### src/rtl/fetch_pkg.sv
// fetch_pkg: shared types and constants for the instruction-fetch queue.
//   fetch_entry_t : one queued fetch result {instr, pc, pc_plus4}
//   FETCH_DEPTH   : default queue depth
//   XLEN          : instruction / address width
package fetch_pkg;

    localparam int FETCH_DEPTH = 4;
    localparam int XLEN        = 32;

    typedef struct packed {
        logic [XLEN-1:0] instr;
        logic [XLEN-1:0] pc;
        logic [XLEN-1:0] pc_plus4;
    } fetch_entry_t;

endpackage : fetch_pkg

### src/rtl/fetch_queue_if.sv
// fetch_queue_if: bundle of the PC-stage, instruction-memory and decode
// signals around the fetch queue.
//   master : PC stage / memory / decode side (drives PC, PCPlus4, Instr,
//            Redirect, ReadyD; observes FetchStall and the head entry)
//   slave  : the fetch queue itself
interface fetch_queue_if #(
    parameter int XLEN  = fetch_pkg::XLEN,
    parameter int DEPTH = fetch_pkg::FETCH_DEPTH
);

    localparam int CW = $clog2(DEPTH + 1);

    logic [XLEN-1:0] PC;
    logic [XLEN-1:0] PCPlus4;
    logic [XLEN-1:0] Instr;
    logic            Redirect;
    logic            FetchStall;
    logic [XLEN-1:0] InstrD;
    logic [XLEN-1:0] PCD;
    logic [XLEN-1:0] PCPlus4D;
    logic            ValidD;
    logic            ReadyD;
    logic [CW-1:0]   Count;

    modport master (
        output PC, PCPlus4, Instr, Redirect, ReadyD,
        input  FetchStall, InstrD, PCD, PCPlus4D, ValidD, Count
    );

    modport slave (
        input  PC, PCPlus4, Instr, Redirect, ReadyD,
        output FetchStall, InstrD, PCD, PCPlus4D, ValidD, Count
    );

endinterface : fetch_queue_if

### src/rtl/fetch_fifo.sv
// fetch_fifo: DEPTH-entry FIFO of fetch_entry_t with synchronous flush.
//   CLK, Reset : clock and asynchronous active-high reset
//   push       : write push_data at the tail this edge
//   pop        : advance the head this edge
//   flush      : empty the FIFO this edge; overrides push and pop
//   count      : number of stored entries
//   head       : head entry, all-zero while empty
module fetch_fifo
    import fetch_pkg::*;
#(
    parameter int DEPTH = FETCH_DEPTH,
    localparam int AW = $clog2(DEPTH),
    localparam int CW = $clog2(DEPTH + 1)
) (
    input  logic          CLK,
    input  logic          Reset,
    input  logic          push,
    input  fetch_entry_t  push_data,
    input  logic          pop,
    input  logic          flush,
    output logic [CW-1:0] count,
    output fetch_entry_t  head
);

    logic [AW-1:0] head_reg;
    logic [AW-1:0] tail_reg;
    logic [CW-1:0] count_reg;
    logic          do_push;
    logic          do_pop;
    logic [DEPTH-1:0] wr_en;
    fetch_entry_t  slot [DEPTH];

    // Upstream credit accounting keeps push off a full FIFO; the full guard
    // here only protects stored data if that contract is ever broken.
    assign do_push = push & ~flush & (count_reg != CW'(DEPTH));
    assign do_pop  = pop  & ~flush & (count_reg != '0);

    generate
        for (genvar gi = 0; gi < DEPTH; gi++) begin : g_entry
            fetch_entry_t entry_reg;

            assign wr_en[gi] = do_push & (tail_reg == AW'(gi));

            always_ff @(posedge CLK or posedge Reset) begin
                if (Reset) begin
                    entry_reg <= '0;
                end else if (wr_en[gi]) begin
                    entry_reg <= push_data;
                end
            end

            assign slot[gi] = entry_reg;
        end
    endgenerate

    // Pointers are AW bits wide, so DEPTH being a power of two makes the
    // increment wrap modulo DEPTH for free.
    always_ff @(posedge CLK or posedge Reset) begin
        if (Reset) begin
            head_reg  <= '0;
            tail_reg  <= '0;
            count_reg <= '0;
        end else if (flush) begin
            head_reg  <= '0;
            tail_reg  <= '0;
            count_reg <= '0;
        end else begin
            if (do_push) begin
                tail_reg <= tail_reg + 1'b1;
            end
            if (do_pop) begin
                head_reg <= head_reg + 1'b1;
            end
            case ({do_push, do_pop})
                2'b10:   count_reg <= count_reg + 1'b1;
                2'b01:   count_reg <= count_reg - 1'b1;
                default: count_reg <= count_reg;
            endcase
        end
    end

    assign count = count_reg;
    assign head  = (count_reg != '0) ? slot[head_reg] : '0;

endmodule : fetch_fifo

### src/rtl/fetch_queue.sv
// fetch_queue: instruction-fetch buffer between the PC stage and decode.
// A fetch address is captured in a request register; the synchronous
// instruction memory returns its word one cycle later, and the triple
// {Instr, PC, PC+4} is pushed into a FIFO that decode drains under a
// ValidD/ReadyD handshake. FetchStall backpressures the PC stage and a
// Redirect discards all queued and in-flight work.
//   CLK, Reset : clock and asynchronous active-high reset
//   fq (slave) : PC, PCPlus4, Instr, Redirect, ReadyD in;
//                FetchStall, InstrD, PCD, PCPlus4D, ValidD, Count out
module fetch_queue
    import fetch_pkg::*;
#(
    parameter int DEPTH = fetch_pkg::FETCH_DEPTH,
    parameter int XLEN  = fetch_pkg::XLEN
) (
    input logic          CLK,
    input logic          Reset,
    fetch_queue_if.slave fq
);

    localparam int CW = $clog2(DEPTH + 1);

    logic            req_valid_reg;
    logic [XLEN-1:0] req_pc_reg;
    logic [XLEN-1:0] req_pc4_reg;

    logic            stall;
    logic            valid;
    logic            push;
    logic            pop;
    logic [CW-1:0]   count;
    logic [CW:0]     occupancy;
    fetch_entry_t    push_data;
    fetch_entry_t    head;

    // Request register: remembers which address the memory is currently
    // reading so its data can be paired with it on the next edge. A stalled
    // or redirected cycle issues no request.
    always_ff @(posedge CLK or posedge Reset) begin
        if (Reset) begin
            req_valid_reg <= 1'b0;
            req_pc_reg    <= '0;
            req_pc4_reg   <= '0;
        end else begin
            req_valid_reg <= ~stall & ~fq.Redirect;
            req_pc_reg    <= fq.PC;
            req_pc4_reg   <= fq.PCPlus4;
        end
    end

    // Credit check counts the in-flight request as occupied and ignores a
    // same-cycle pop, so every issued request is guaranteed a free slot and
    // ReadyD never reaches FetchStall combinationally.
    assign occupancy = {1'b0, count} + (CW + 1)'(req_valid_reg);
    assign stall     = occupancy >= (CW + 1)'(DEPTH);

    assign valid = (count != '0) & ~fq.Redirect;
    assign pop   = valid & fq.ReadyD;
    assign push  = req_valid_reg & ~fq.Redirect;

    assign push_data = '{instr: fq.Instr, pc: req_pc_reg, pc_plus4: req_pc4_reg};

    fetch_fifo #(
        .DEPTH (DEPTH)
    ) u_fifo (
        .CLK       (CLK),
        .Reset     (Reset),
        .push      (push),
        .push_data (push_data),
        .pop       (pop),
        .flush     (fq.Redirect),
        .count     (count),
        .head      (head)
    );

    assign fq.FetchStall = stall;
    assign fq.ValidD     = valid;
    assign fq.Count      = count;
    assign fq.InstrD     = head.instr;
    assign fq.PCD        = head.pc;
    assign fq.PCPlus4D   = head.pc_plus4;

endmodule : fetch_queue
### src/flat_wrapper.sv
// flat-port wrapper written by rule: the top's interface ports become plain ports
module fetch_queue_flat import fetch_pkg::*;
#(
    parameter int DEPTH = fetch_pkg::FETCH_DEPTH,
    parameter int XLEN  = fetch_pkg::XLEN
)
  (CLK, Reset, fq_PC, fq_PCPlus4, fq_Instr, fq_Redirect, fq_ReadyD, fq_FetchStall, fq_InstrD, fq_PCD, fq_PCPlus4D, fq_ValidD, fq_Count);
  fetch_queue_if #(.XLEN(XLEN), .DEPTH(DEPTH)) fq_i ();
  input logic CLK;
  input logic Reset;
  input wire logic [$bits(fq_i.PC)-1:0] fq_PC;
  input wire logic [$bits(fq_i.PCPlus4)-1:0] fq_PCPlus4;
  input wire logic [$bits(fq_i.Instr)-1:0] fq_Instr;
  input wire logic [$bits(fq_i.Redirect)-1:0] fq_Redirect;
  input wire logic [$bits(fq_i.ReadyD)-1:0] fq_ReadyD;
  output wire logic [$bits(fq_i.FetchStall)-1:0] fq_FetchStall;
  output wire logic [$bits(fq_i.InstrD)-1:0] fq_InstrD;
  output wire logic [$bits(fq_i.PCD)-1:0] fq_PCD;
  output wire logic [$bits(fq_i.PCPlus4D)-1:0] fq_PCPlus4D;
  output wire logic [$bits(fq_i.ValidD)-1:0] fq_ValidD;
  output wire logic [$bits(fq_i.Count)-1:0] fq_Count;
  assign fq_i.PC = fq_PC;
  assign fq_i.PCPlus4 = fq_PCPlus4;
  assign fq_i.Instr = fq_Instr;
  assign fq_i.Redirect = fq_Redirect;
  assign fq_i.ReadyD = fq_ReadyD;
  assign fq_FetchStall = fq_i.FetchStall;
  assign fq_InstrD = fq_i.InstrD;
  assign fq_PCD = fq_i.PCD;
  assign fq_PCPlus4D = fq_i.PCPlus4D;
  assign fq_ValidD = fq_i.ValidD;
  assign fq_Count = fq_i.Count;
  fetch_queue #(.DEPTH(DEPTH), .XLEN(XLEN)) u_core (.CLK(CLK), .Reset(Reset), .fq(fq_i));
endmodule
### config.mk
export PLATFORM = sky130hd
export DESIGN_NAME = fetch_queue_flat
export DESIGN_NICKNAME = d
export VERILOG_FILES = /design/src/rtl/fetch_pkg.sv /design/src/rtl/fetch_queue_if.sv /design/src/rtl/fetch_fifo.sv /design/src/rtl/fetch_queue.sv /design/src/flat_wrapper.sv
export SDC_FILE = /design/constraint.sdc
export NUM_CORES = 1
export LEC_CHECK = 0
export ABC_AREA = 1
export CAP_MARGIN = 25
export CORE_MARGIN = 3
export CORE_UTILIZATION = 60
export DETAILED_ROUTE_END_ITERATION = 12
export MAX_ROUTING_LAYER = met4
export PLACE_DENSITY = 0.83
export SYNTH_ARGS = -nofsm -noshare
export SYNTH_HDL_FRONTEND = slang
export SYNTH_HIERARCHICAL = 1
export SYNTH_SLANG_ARGS = --single-unit
### constraint.sdc
create_clock -name CLK -period 26.3 [get_ports CLK]
set_clock_uncertainty 0.2 [all_clocks]
set_input_delay 5.26 -clock CLK [delete_from_list [all_inputs] [get_ports CLK]]
set_output_delay 5.26 -clock CLK [all_outputs]
set_load 0.05 [all_outputs]
==> summary.md <==
| Metric | Value |
|---|---|
| Outcome | finished clean |
| Slowest stage delay, CP | ~0.79 ns |
| CTS Hold Buffers Added | 0 |
| WL/cell | around 18 microns |
| FF-to-FF path depth | 8 |
| Worst Hold Launch | u_core/u_fifo/g_entry[3].entry_reg[10]$_DFFE_PP0P_ |
| Power per cell area | ~82 mW/mm^2 |
| Avg Inst Size Synth | 8.58 sq um |
| RSZ-0062 raised after global routing | false |
| Setup CP Type | in2out |
| Most frequent cells in the layout | nand2_1 (665), dfrtp_1 (454), o21ai_0 (307) |
| Max-slew violations | 0 |
| Core area | 0.0328 sq mm |
| Max-Cap Viols | 0 |
| Syn. warnings | 6 |
| Placed Cells | 2834 |
| Clk buf depth | 3 |
| Worst-path cell chain | clkdlybuf4s50_1, inv_1, nand2_2, inv_1, clkdlybuf4s50_1 |
| Hold depth | 2 |
| Register area share after synthesis | a little under three fifths |
| Dpl hpwl | 28000 microns |
| 1st-pass router iterations | 7 |
| Total CTS buffers | 46 |
| Hold Crit Class | reg2reg |
| Post-Syn Area | between 0.02 and 0.025 sq mm |
| Post-Synthesis Cells | roughly 2300 |
| M1 GR Usage | about 39% |
| PortBufs | 200 |
| GR Overflow Total | 0 |
| Worst endpoint data arrival time | just under 7 ns |
| # Post-CTS Setup Buffers | 0 |
| Peak VDD IR | ~0.054 mV |
| Layout Area Growth over Synthesis | 16.9% |
| Leading post-synthesis cells by cell area | dfrtp_1 (57%), nand2_1 (12%), o21ai_0 (7.6%) |
| Mapped Nets | ~2500 |
| Post-synth top area share | roughly 57% |
| Largest net degree at the start of global routing | around 250 |
| #FFs+latches synth | 456 |
| Die area | approximately 0.036 sq mm |
| Vias/cell | between 5 and 6 |
| Setup ws final | between 10 and 15 ns |
| CTS tree | done |
| Global Route Usage Sum | slightly below 30% |
| Reg2Reg Setup Slack | approximately 22 ns |
| Reg2Reg Launch Point | u_core/u_fifo/count[1]$_DFFE_PP0P_ |
| Final Util | between 70% and 80% |
| Number of global-route vias before repair | approximately 17000 |
| Setup slack after placement | ~14 ns |
| Post-route DRC | 0 |
| Layout fillers | 2442 |
| Die X | about 190 microns |
| H-tree Lvls | 2 |
| Fmax | just over 80 MHz |
| Slowest CP cell | clkdlybuf4s50_1 |
| Routability Congestion | between 0.8 and 0.9 |
| Crit share post-route | a little under half |
| CP Launch Type | input pin |
| Max reg flops | about 380 |
| GRT busiest layer | met2 |
| Final min period | between 10 and 15 ns |
| Share of cells above drive strength 1 | just under 5% |
| Vias | around 17000 |
| Required time of the critical path | between 20 and 25 ns |
| Slew headroom | 25.3% |
| Worst-margin pin slew | 1.12 ns |
| Crit Path Max Fanout | 6 |
| Die height | about 190 microns |
| Clock sink total | between 400 and 500 |
| Post-layout net count | approximately 2500 |
| Total power | slightly below 0.002 W |
| Worst-Skew Late Latency | 0.54 ns |
| Setup_tns | 0 ns |
| Met2 usage | roughly 48% |
| Initial antenna violation count | 2 |
| R2r endpoint | u_core/u_fifo/g_entry[3].entry_reg[83]$_DFFE_PP0P_ |
| Final wirelength | between 50000 and 60000 microns |
| Pleak | 10.9 nW |
| Initial core utilization | about three fifths |
| Post-cts resize count | 0 |
| Hold endpoint | u_core/u_fifo/g_entry[3].entry_reg[10]$_DFFE_PP0P_ |
| Clock root cell | clkbuf_16 |
| Site Rows | 66 |
| Synth area leader | dfrtp_1 |
| Yosys cell types | 28 |
| IO Count | about 200 |
| Clk slew on worst S/H paths | about 0.060 ns |
| Worst setup EP type | primary output |
| Endpoints failing setup | 0 |
| GR met3 Demand/Resource | 4.65% |
| Final Hold Fails | 0 |
| DRT antenna net count | 0 |
| Most common cell after layout, fill and taps aside | nand2_1 |
| Non-Filler Instances | approximately 3000 |
| Starting DRT DRC Count | 1562 |
| First-pass GRT wire length | 84400 microns |
==> worst max-delay path: cells and delay by family <==
kind                   cells  cell delay, ns
and+or+nand+nor            1            0.07
buffers and inverters      4            1.48
==> metrics by stage <==
| stage | cell area, sq um | hold slack [ns] |
|---|---|---|
| 2_1_floorplan | 20200 | 0.243 |
| 3_3_place_gp | 21900 | 0.256 |
| 3_5_place_dp | 21900 | 0.263 |
| 4_1_cts | 23500 | 0.277 |
| 5_1_grt | 23600 | 0.296 |
| 6_report | 23600 | 0.276 |
==> cell type report <==
class                           instances  area (sq um)  share of cell area [%]
Clock buffer                           66          1400                    5.94
Clock inverter                         18           190                   0.807
Inverter                              218           827                    3.51
Antenna cell                            2          5.00                  0.0212
Sequential cell                       456         11400                    48.5
Tap cell                              442           553                    2.35
Timing Repair Buffer                  223          2240                    9.50
Multi-Input combinational cell       1498          6930                    29.4
==> Yosys cell counts, drive strengths merged <==
cell type,number
a21oi,232
buf,120
clkbuf,56
clkinv,1
dfrtp,456
fa,1
ha,4
inv,217
nand2,669
nand3,1
nor2,9
o211ai,60
o21ai,520
o31ai,1
xor2,1
==> cell families (layout without fill, tap and decap cells) <==
family,count (synthesis),after routing,share of synthesized area [%]
fa+ha+maj,5,5,0.348
other cells,0,2,0
simple gates,679,679,13.0
xor+xnor,1,1,0.0435
buf+inv,394,525,8.98
flops,456,456,56.6
compound gates,813,813,21.0
==> how the worst max path moves through the flow <==
stage                      from                                  to  slack, ns  cells after the start
finish              fq_Redirect                           fq_ValidD      14.03                      5
global route        fq_Redirect                           fq_ValidD      13.95                      5
floorplan                 Reset  u_core/u_fifo/count[0]$_DFFE_PP0P_       9.97                      1
detailed placement  fq_Redirect                           fq_ValidD      14.03                      5
global placement    fq_Redirect                           fq_ValidD      14.01                      5
CTS                 fq_Redirect                           fq_ValidD      14.03                      5
==> per-layer routing <==
metal / share of wire [%] / vias to the layer above
met5: 0 / -
met4: 2.8 / 0
met3: 8.2 / 102
met2: 49 / 766
met1: 40 / 8234
li1: - / 7830
==> power by group <==
group	leakage [nW]	internal, W	total (W)	switching, W
clock network	0.801	0.000408	0.000674	0.000266
logic	4.68	0.000124	0.000376	0.000252
registers	5.40	0.000834	0.000886	0.0000523
total	10.9	0.00137	0.00194	0.000570
No activity file was read; power rests on OpenSTA's default activity.
